**src/rtl/pred_fork_if.sv**
```systemverilog
// Stream bundle for pred_fork: value and predicate inputs plus the forked outputs.
// The slave modport is the fork itself; the master modport is its environment.
interface pred_fork_if #(
    parameter int VAL_WIDTH  = 32,
    parameter int PORT_COUNT = 2
);
    logic [PORT_COUNT-1:0]           s_pred_in_tdata;
    logic                            s_pred_in_tvalid;
    logic                            s_pred_in_tready;
    logic [VAL_WIDTH-1:0]            s_fork_in_tdata;
    logic                            s_fork_in_tvalid;
    logic                            s_fork_in_tready;
    logic [PORT_COUNT*VAL_WIDTH-1:0] m_fork_out_tdata;
    logic [PORT_COUNT-1:0]           m_fork_out_tvalid;
    logic [PORT_COUNT-1:0]           m_fork_out_tready;

    modport master (
        output s_pred_in_tdata, s_pred_in_tvalid,
        input  s_pred_in_tready,
        output s_fork_in_tdata, s_fork_in_tvalid,
        input  s_fork_in_tready,
        input  m_fork_out_tdata, m_fork_out_tvalid,
        output m_fork_out_tready
    );

    modport slave (
        input  s_pred_in_tdata, s_pred_in_tvalid,
        output s_pred_in_tready,
        input  s_fork_in_tdata, s_fork_in_tvalid,
        output s_fork_in_tready,
        output m_fork_out_tdata, m_fork_out_tvalid,
        input  m_fork_out_tready
    );
endinterface

```
**src/rtl/pred_fork.sv**
```systemverilog
// pred_fork: joins a value stream with a predicate-mask stream and eagerly forks
// each value to every output port whose predicate bit is set.
module pred_fork #(
    parameter int VAL_WIDTH  = 32,
    parameter int PORT_COUNT = 2,
    parameter int IF_PRED_IN = 1,
    parameter int FIFO_SIZE  = 16
) (
    input  logic        clk,
    input  logic        rst,
    pred_fork_if.slave  bus,
    output logic [31:0] drop_count
);
    localparam int AW = (FIFO_SIZE > 1) ? $clog2(FIFO_SIZE) : 1;
    localparam int CW = $clog2(FIFO_SIZE + 1);
    localparam logic [AW-1:0] PTR_LAST = AW'(FIFO_SIZE - 1);
    localparam logic [CW-1:0] CNT_FULL = CW'(FIFO_SIZE);

    function automatic logic [AW-1:0] ptr_next(input logic [AW-1:0] ptr);
        logic [AW-1:0] nxt;
        if (ptr == PTR_LAST) begin
            nxt = {AW{1'b0}};
        end else begin
            nxt = ptr + AW'(1);
        end
        return nxt;
    endfunction

    function automatic logic [CW-1:0] cnt_next(input logic [CW-1:0] cnt,
                                               input logic push, input logic pop);
        logic [CW-1:0] nxt;
        case ({push, pop})
            2'b10:   nxt = cnt + CW'(1);
            2'b01:   nxt = cnt - CW'(1);
            default: nxt = cnt;
        endcase
        return nxt;
    endfunction

    logic [VAL_WIDTH-1:0]  val_mem_r [FIFO_SIZE];
    logic [AW-1:0]         val_wr_r;
    logic [AW-1:0]         val_rd_r;
    logic [CW-1:0]         val_cnt_r;
    logic                  val_ready_s;
    logic                  val_push_s;
    logic                  val_head_valid_s;
    logic [VAL_WIDTH-1:0]  val_head_s;

    logic [PORT_COUNT-1:0] pred_head_s;
    logic                  pred_head_valid_s;
    logic [PORT_COUNT-1:0] pend_s;
    logic [PORT_COUNT-1:0] done_r;
    logic                  join_valid_s;
    logic                  retire_s;

    assign val_ready_s          = (val_cnt_r != CNT_FULL);
    assign bus.s_fork_in_tready = val_ready_s;
    assign val_push_s           = bus.s_fork_in_tvalid & val_ready_s;
    assign val_head_valid_s     = (val_cnt_r != {CW{1'b0}});
    assign val_head_s           = val_mem_r[val_rd_r];

    // Value FIFO storage write
    always_ff @(posedge clk) begin
        if (val_push_s) begin
            val_mem_r[val_wr_r] <= bus.s_fork_in_tdata;
        end
    end

    // Value FIFO pointers and occupancy; the head pops only when the item retires
    always_ff @(posedge clk) begin
        if (rst) begin
            val_wr_r  <= {AW{1'b0}};
            val_rd_r  <= {AW{1'b0}};
            val_cnt_r <= {CW{1'b0}};
        end else begin
            if (val_push_s) begin
                val_wr_r <= ptr_next(val_wr_r);
            end
            if (retire_s) begin
                val_rd_r <= ptr_next(val_rd_r);
            end
            val_cnt_r <= cnt_next(val_cnt_r, val_push_s, retire_s);
        end
    end

    generate
        if (IF_PRED_IN != 0) begin : g_pred_fifo
            logic [PORT_COUNT-1:0] pred_mem_r [FIFO_SIZE];
            logic [AW-1:0]         pred_wr_r;
            logic [AW-1:0]         pred_rd_r;
            logic [CW-1:0]         pred_cnt_r;
            logic                  pred_ready_s;
            logic                  pred_push_s;

            assign pred_ready_s         = (pred_cnt_r != CNT_FULL);
            assign bus.s_pred_in_tready = pred_ready_s;
            assign pred_push_s          = bus.s_pred_in_tvalid & pred_ready_s;
            assign pred_head_valid_s    = (pred_cnt_r != {CW{1'b0}});
            assign pred_head_s          = pred_mem_r[pred_rd_r];

            // Predicate FIFO storage write
            always_ff @(posedge clk) begin
                if (pred_push_s) begin
                    pred_mem_r[pred_wr_r] <= bus.s_pred_in_tdata;
                end
            end

            // Predicate FIFO pointers and occupancy, popped together with the value head
            always_ff @(posedge clk) begin
                if (rst) begin
                    pred_wr_r  <= {AW{1'b0}};
                    pred_rd_r  <= {AW{1'b0}};
                    pred_cnt_r <= {CW{1'b0}};
                end else begin
                    if (pred_push_s) begin
                        pred_wr_r <= ptr_next(pred_wr_r);
                    end
                    if (retire_s) begin
                        pred_rd_r <= ptr_next(pred_rd_r);
                    end
                    pred_cnt_r <= cnt_next(pred_cnt_r, pred_push_s, retire_s);
                end
            end
        end else begin : g_pred_bcast
            assign bus.s_pred_in_tready = 1'b1;
            assign pred_head_valid_s    = 1'b1;
            assign pred_head_s          = {PORT_COUNT{1'b1}};
        end
    endgenerate

    // Ports already served for the current item are masked out of pend
    assign join_valid_s          = val_head_valid_s & pred_head_valid_s;
    assign pend_s                = pred_head_s & ~done_r;
    assign bus.m_fork_out_tvalid = {PORT_COUNT{join_valid_s}} & pend_s;
    assign bus.m_fork_out_tdata  = {PORT_COUNT{val_head_s}};
    assign retire_s              = join_valid_s &
                                   ((pend_s & ~bus.m_fork_out_tready) == {PORT_COUNT{1'b0}});

    // Record early acceptors so a stalled item is never re-sent to them
    always_ff @(posedge clk) begin
        if (rst) begin
            done_r <= {PORT_COUNT{1'b0}};
        end else if (retire_s) begin
            done_r <= {PORT_COUNT{1'b0}};
        end else if (join_valid_s) begin
            done_r <= done_r | (pend_s & bus.m_fork_out_tready);
        end else begin
            done_r <= done_r;
        end
    end

    // Saturating count of items retired with nothing selected
    always_ff @(posedge clk) begin
        if (rst) begin
            drop_count <= 32'd0;
        end else if (retire_s && (pend_s == {PORT_COUNT{1'b0}}) && (drop_count != 32'hFFFF_FFFF)) begin
            drop_count <= drop_count + 32'd1;
        end else begin
            drop_count <= drop_count;
        end
    end
endmodule

```
**src/flat_wrapper.sv**
```systemverilog
// flat-port wrapper written by rule: the top's interface ports become plain ports
module pred_fork_flat 
#(
    parameter int VAL_WIDTH  = 32,
    parameter int PORT_COUNT = 2,
    parameter int IF_PRED_IN = 1,
    parameter int FIFO_SIZE  = 16
)
  (clk, rst, drop_count, bus_s_pred_in_tdata, bus_s_pred_in_tvalid, bus_s_pred_in_tready, bus_s_fork_in_tdata, bus_s_fork_in_tvalid, bus_s_fork_in_tready, bus_m_fork_out_tdata, bus_m_fork_out_tvalid, bus_m_fork_out_tready);
  pred_fork_if #(.VAL_WIDTH(VAL_WIDTH), .PORT_COUNT(PORT_COUNT)) bus_i ();
  input  logic clk;
  input  logic rst;
  output logic [31:0] drop_count;
  input wire logic [$bits(bus_i.s_pred_in_tdata)-1:0] bus_s_pred_in_tdata;
  input wire logic [$bits(bus_i.s_pred_in_tvalid)-1:0] bus_s_pred_in_tvalid;
  output wire logic [$bits(bus_i.s_pred_in_tready)-1:0] bus_s_pred_in_tready;
  input wire logic [$bits(bus_i.s_fork_in_tdata)-1:0] bus_s_fork_in_tdata;
  input wire logic [$bits(bus_i.s_fork_in_tvalid)-1:0] bus_s_fork_in_tvalid;
  output wire logic [$bits(bus_i.s_fork_in_tready)-1:0] bus_s_fork_in_tready;
  output wire logic [$bits(bus_i.m_fork_out_tdata)-1:0] bus_m_fork_out_tdata;
  output wire logic [$bits(bus_i.m_fork_out_tvalid)-1:0] bus_m_fork_out_tvalid;
  input wire logic [$bits(bus_i.m_fork_out_tready)-1:0] bus_m_fork_out_tready;
  assign bus_i.s_pred_in_tdata = bus_s_pred_in_tdata;
  assign bus_i.s_pred_in_tvalid = bus_s_pred_in_tvalid;
  assign bus_s_pred_in_tready = bus_i.s_pred_in_tready;
  assign bus_i.s_fork_in_tdata = bus_s_fork_in_tdata;
  assign bus_i.s_fork_in_tvalid = bus_s_fork_in_tvalid;
  assign bus_s_fork_in_tready = bus_i.s_fork_in_tready;
  assign bus_m_fork_out_tdata = bus_i.m_fork_out_tdata;
  assign bus_m_fork_out_tvalid = bus_i.m_fork_out_tvalid;
  assign bus_i.m_fork_out_tready = bus_m_fork_out_tready;
  pred_fork #(.VAL_WIDTH(VAL_WIDTH), .PORT_COUNT(PORT_COUNT), .IF_PRED_IN(IF_PRED_IN), .FIFO_SIZE(FIFO_SIZE)) u_core (.clk(clk), .rst(rst), .bus(bus_i), .drop_count(drop_count));
endmodule
```
**config.mk**
```make
export PLATFORM = sky130hd
export DESIGN_NAME = pred_fork_flat
export DESIGN_NICKNAME = d
export VERILOG_FILES = /design/src/rtl/pred_fork_if.sv /design/src/rtl/pred_fork.sv /design/src/flat_wrapper.sv
export SDC_FILE = /design/constraint.sdc
export NUM_CORES = 1
export LEC_CHECK = 0
export ABC_AREA = 1
export CAP_MARGIN = 20
export CORE_ASPECT_RATIO = 2
export CORE_UTILIZATION = 60
export DETAILED_ROUTE_END_ITERATION = 12
export PLACE_DENSITY = 0.8
export SYNTH_ARGS = -nofsm -noshare
export SYNTH_HDL_FRONTEND = slang
export SYNTH_SLANG_ARGS = --single-unit
```
**constraint.sdc**
```tcl
create_clock -name clk -period 5.1 [get_ports clk]
set_input_delay 1.275 -clock clk [delete_from_list [all_inputs] [get_ports clk]]
set_output_delay 1.275 -clock clk [all_outputs]
set_load 0.005 [all_outputs]
```
==> results.tsv <==
metric	value	unit
HPWL after DPL	36150	um
pwr/cell area	436.1	nW/um2
HP Start	u_core.val_cnt_r[0]	
Synth Flop Type	edfxtp_1	
Die H	296.4	um
Critical Path Fanout Max	54	
Nets	2267	
die width	149.2	um
first-pass GRT wire length	92920	um
actual slew at the worst max-slew pin	0.9486	ns
fmax	0.2243	GHz
CP Class	reg2out	
Clock Pin Slew Worst Setup and Hold Paths	0.07	ns
slew margin rel.	36.69	%
largest net degree at the start of global routing	70	
CTS hold repair buffers	0	
Final Max Slew Viols	0	
RSZ-0062 raised after global routing	no	
Peak VDD IR	494.2	uV
Post-synth ARST share	0	%
final count of negative-setup-slack endpoints	0	
Worst EP arrival	3.18	ns
clk_lat worst skew	0.58	ns
sequential element share of the synthesized area	68.05	%
Final min period	4.459	ns
number of global-route vias before repair	16868	
Synth top cells by count	edfxtp_1 (544), nand2_1 (224), inv_1 (220)	
Final period util	87.43	%
Layout area overhead	14.19	%
Post-synth EDFFs	544	
cell family with most CP delay	buffers and inverters	
GR Overflow Total	0	
DRT antenna net count	0	
Setup crit end kind	output pin	
TNS Setup	0	ns
top cell type by total area after synthesis	edfxtp_1	
core area	42710	um2
first-pass iteration count of the detailed router	7	
vias per inst	6.056	
Syn Nets	2181	
cell area after layout	29700	um2
GRT Overall Usage	27.94	%
most frequent cell after synthesis	edfxtp_1	
#FFs+latches synth	612	
Routed WL	61140	um
Yosys cell types	39	
Cell Area, Synth	26000	um2
Post-route DRC	0	
share of the synthesized area in the top cell type	62.82	%
Placer Congestion	0.9276	
critical path launch point type	flip-flop	
routed len/inst	21.86	um
Placement Cell Area	27930	um2
initial antenna violation count	1	
Port Buffers	139	
required time of the worst setup path	3.83	ns
Top cell by count, worst path	o211ai_1	
crit path buf inv count	2	
Post-CTS Setup Bufs	0	
io pins	140	
DIE AREA	44230	um2
Initial Utilization	60.89	%
CP max-delay cell	dfxtp_4	
Final Core Density	69.53	%
CP peak stage delay	0.85	ns
Initial DRC Count	1311	
Synth Instances	2122	
share of layout cells above drive strength 1	7.511	%
Clock Skew	0.01720	ns
status	finished clean	
yosys warns	0	
clock buffer count from CTS	50	
CTS Sinks	612	
Root Driver	clkbuf_16	
Pleak	10.22	nW
HP Class	reg2reg	
Avg Inst Size Synth	12.25	um2
FILL cells	2827	
DR vias	16939	
Max Cap Viol	0	
Hold WS	0.5037	ns
TritonCTS clock tree	built	
Hold Vio Cnt, Final	0	
Rows	107	
Post-CTS Resized	0	
CP cell instances	buf_4 -> a21oi_1 -> o21ai_0 -> o211ai_1 -> o211ai_1 -> nand2_1 -> clkdlybuf4s50_1	
clock buffer depth	3	
H-tree levels	2	
synth top area cells	edfxtp_1 (63%), dfxtp_1 (5.2%), mux2i_1 (4.9%)	
## sequential cells by signal, summed over array words and instances (netlist names), named ones only
register,flops
u_core.val_rd_r,4
u_core.done_r,2
u_core.g_pred_fifo.pred_mem_r,32
u_core.g_pred_fifo.pred_rd_r,4
u_core.val_mem_r,512
u_core.g_pred_fifo.pred_cnt_r,5
u_core.drop_count,32
u_core.val_cnt_r,5
u_core.val_wr_r,4
u_core.g_pred_fifo.pred_wr_r,4
## final timing paths
check,slack (ns),cells after the start,endpoint
setup / recovery,0.64,7,bus_m_fork_out_tdata[45]
hold / removal,0.50,1,u_core.val_cnt_r[0]
setup reg to reg,1.71,18,u_core.g_pred_fifo.pred_cnt_r[4]
hold reg to reg,0.50,1,u_core.val_cnt_r[0]
## metrics by stage
stage,total power [mW],instances,setup slack (ns)
6_report,12.95,2797,0.6411
5_1_grt,13.47,2796,0.5289
4_1_cts,12.99,2795,0.6724
3_5_place_dp,8.959,2701,1.172
3_3_place_gp,8.855,2701,1.145
2_1_floorplan,7.947,2122,0.7539
## cell families after synthesis
group	count (synthesis)	synth area share [%]
fa+ha+maj	19	0.9142
xor+xnor	31	1.044
mux	128	4.927
flops	612	68.05
simple gates	483	8.252
compound gates	480	10.59
buf+inv	369	6.221
## worst reg2reg max path, cell delays in order (launching register included)
cell and delay, ns:
dfxtp_1 0.53, inv_2 0.16, nand3_1 0.16, nand3_1 0.10, nand3_1 0.10, nand2_1 0.16, nand3b_2 0.21, nand3_2 0.26
inv_1 0.22, ha_1 0.29, xor2_1 0.13, ha_1 0.21, a21o_1 0.17, nand2_1 0.06, nand2_1 0.05, a21oi_1 0.16
xor2_1 0.18, nand2_1 0.07, a21oi_1 0.11
## final cells by class
class	count	area (um2)	area share, %
Clock buffer	65	1421	4.786
Clock inverter	29	336.6	1.133
Sequential cell	612	17710	59.64
Inverter	225	849.6	2.861
Tap cell	545	681.9	2.296
Multi-Input combinational cell	1141	6808	22.92
Antenna cell	2	5.005	0.01685
Timing Repair Buffer	178	1884	6.345
## placed cells by master (no fill, tap or decap), drive strengths merged, types with 6 or more instances in the layout
| master | n |
|---|---|
| a21oi | 176 |
| buf | 39 |
| bufinv | 6 |
| clkbuf | 65 |
| clkdlybuf4s50 | 139 |
| clkinv | 15 |
| dfxtp | 68 |
| edfxtp | 544 |
| ha | 19 |
| inv | 228 |
| mux2i | 128 |
| nand2 | 228 |
| nand3 | 100 |
| nand4 | 33 |
| nor2 | 98 |
| nor3 | 13 |
| o211ai | 128 |
| o21ai | 170 |
| xnor2 | 6 |
| xor2 | 25 |
## metal layers
metal | wire, um | up-vias | global-route usage [%]
met5 | 0 | - | 0
met4 | 2872 | 0 | 14.68
met3 | 3810 | 175 | 3.604
met2 | 32940 | 743 | 50.77
met1 | 21520 | 8262 | 31.70
li1 | - | 7759 | -
## power by group
group / internal [mW] / switching, mW
Combinational: 1.28 / 1.83
Clock: 2.30 / 1.78
Sequential: 5.62 / 0.143
Power figures use the tool's default switching activity.
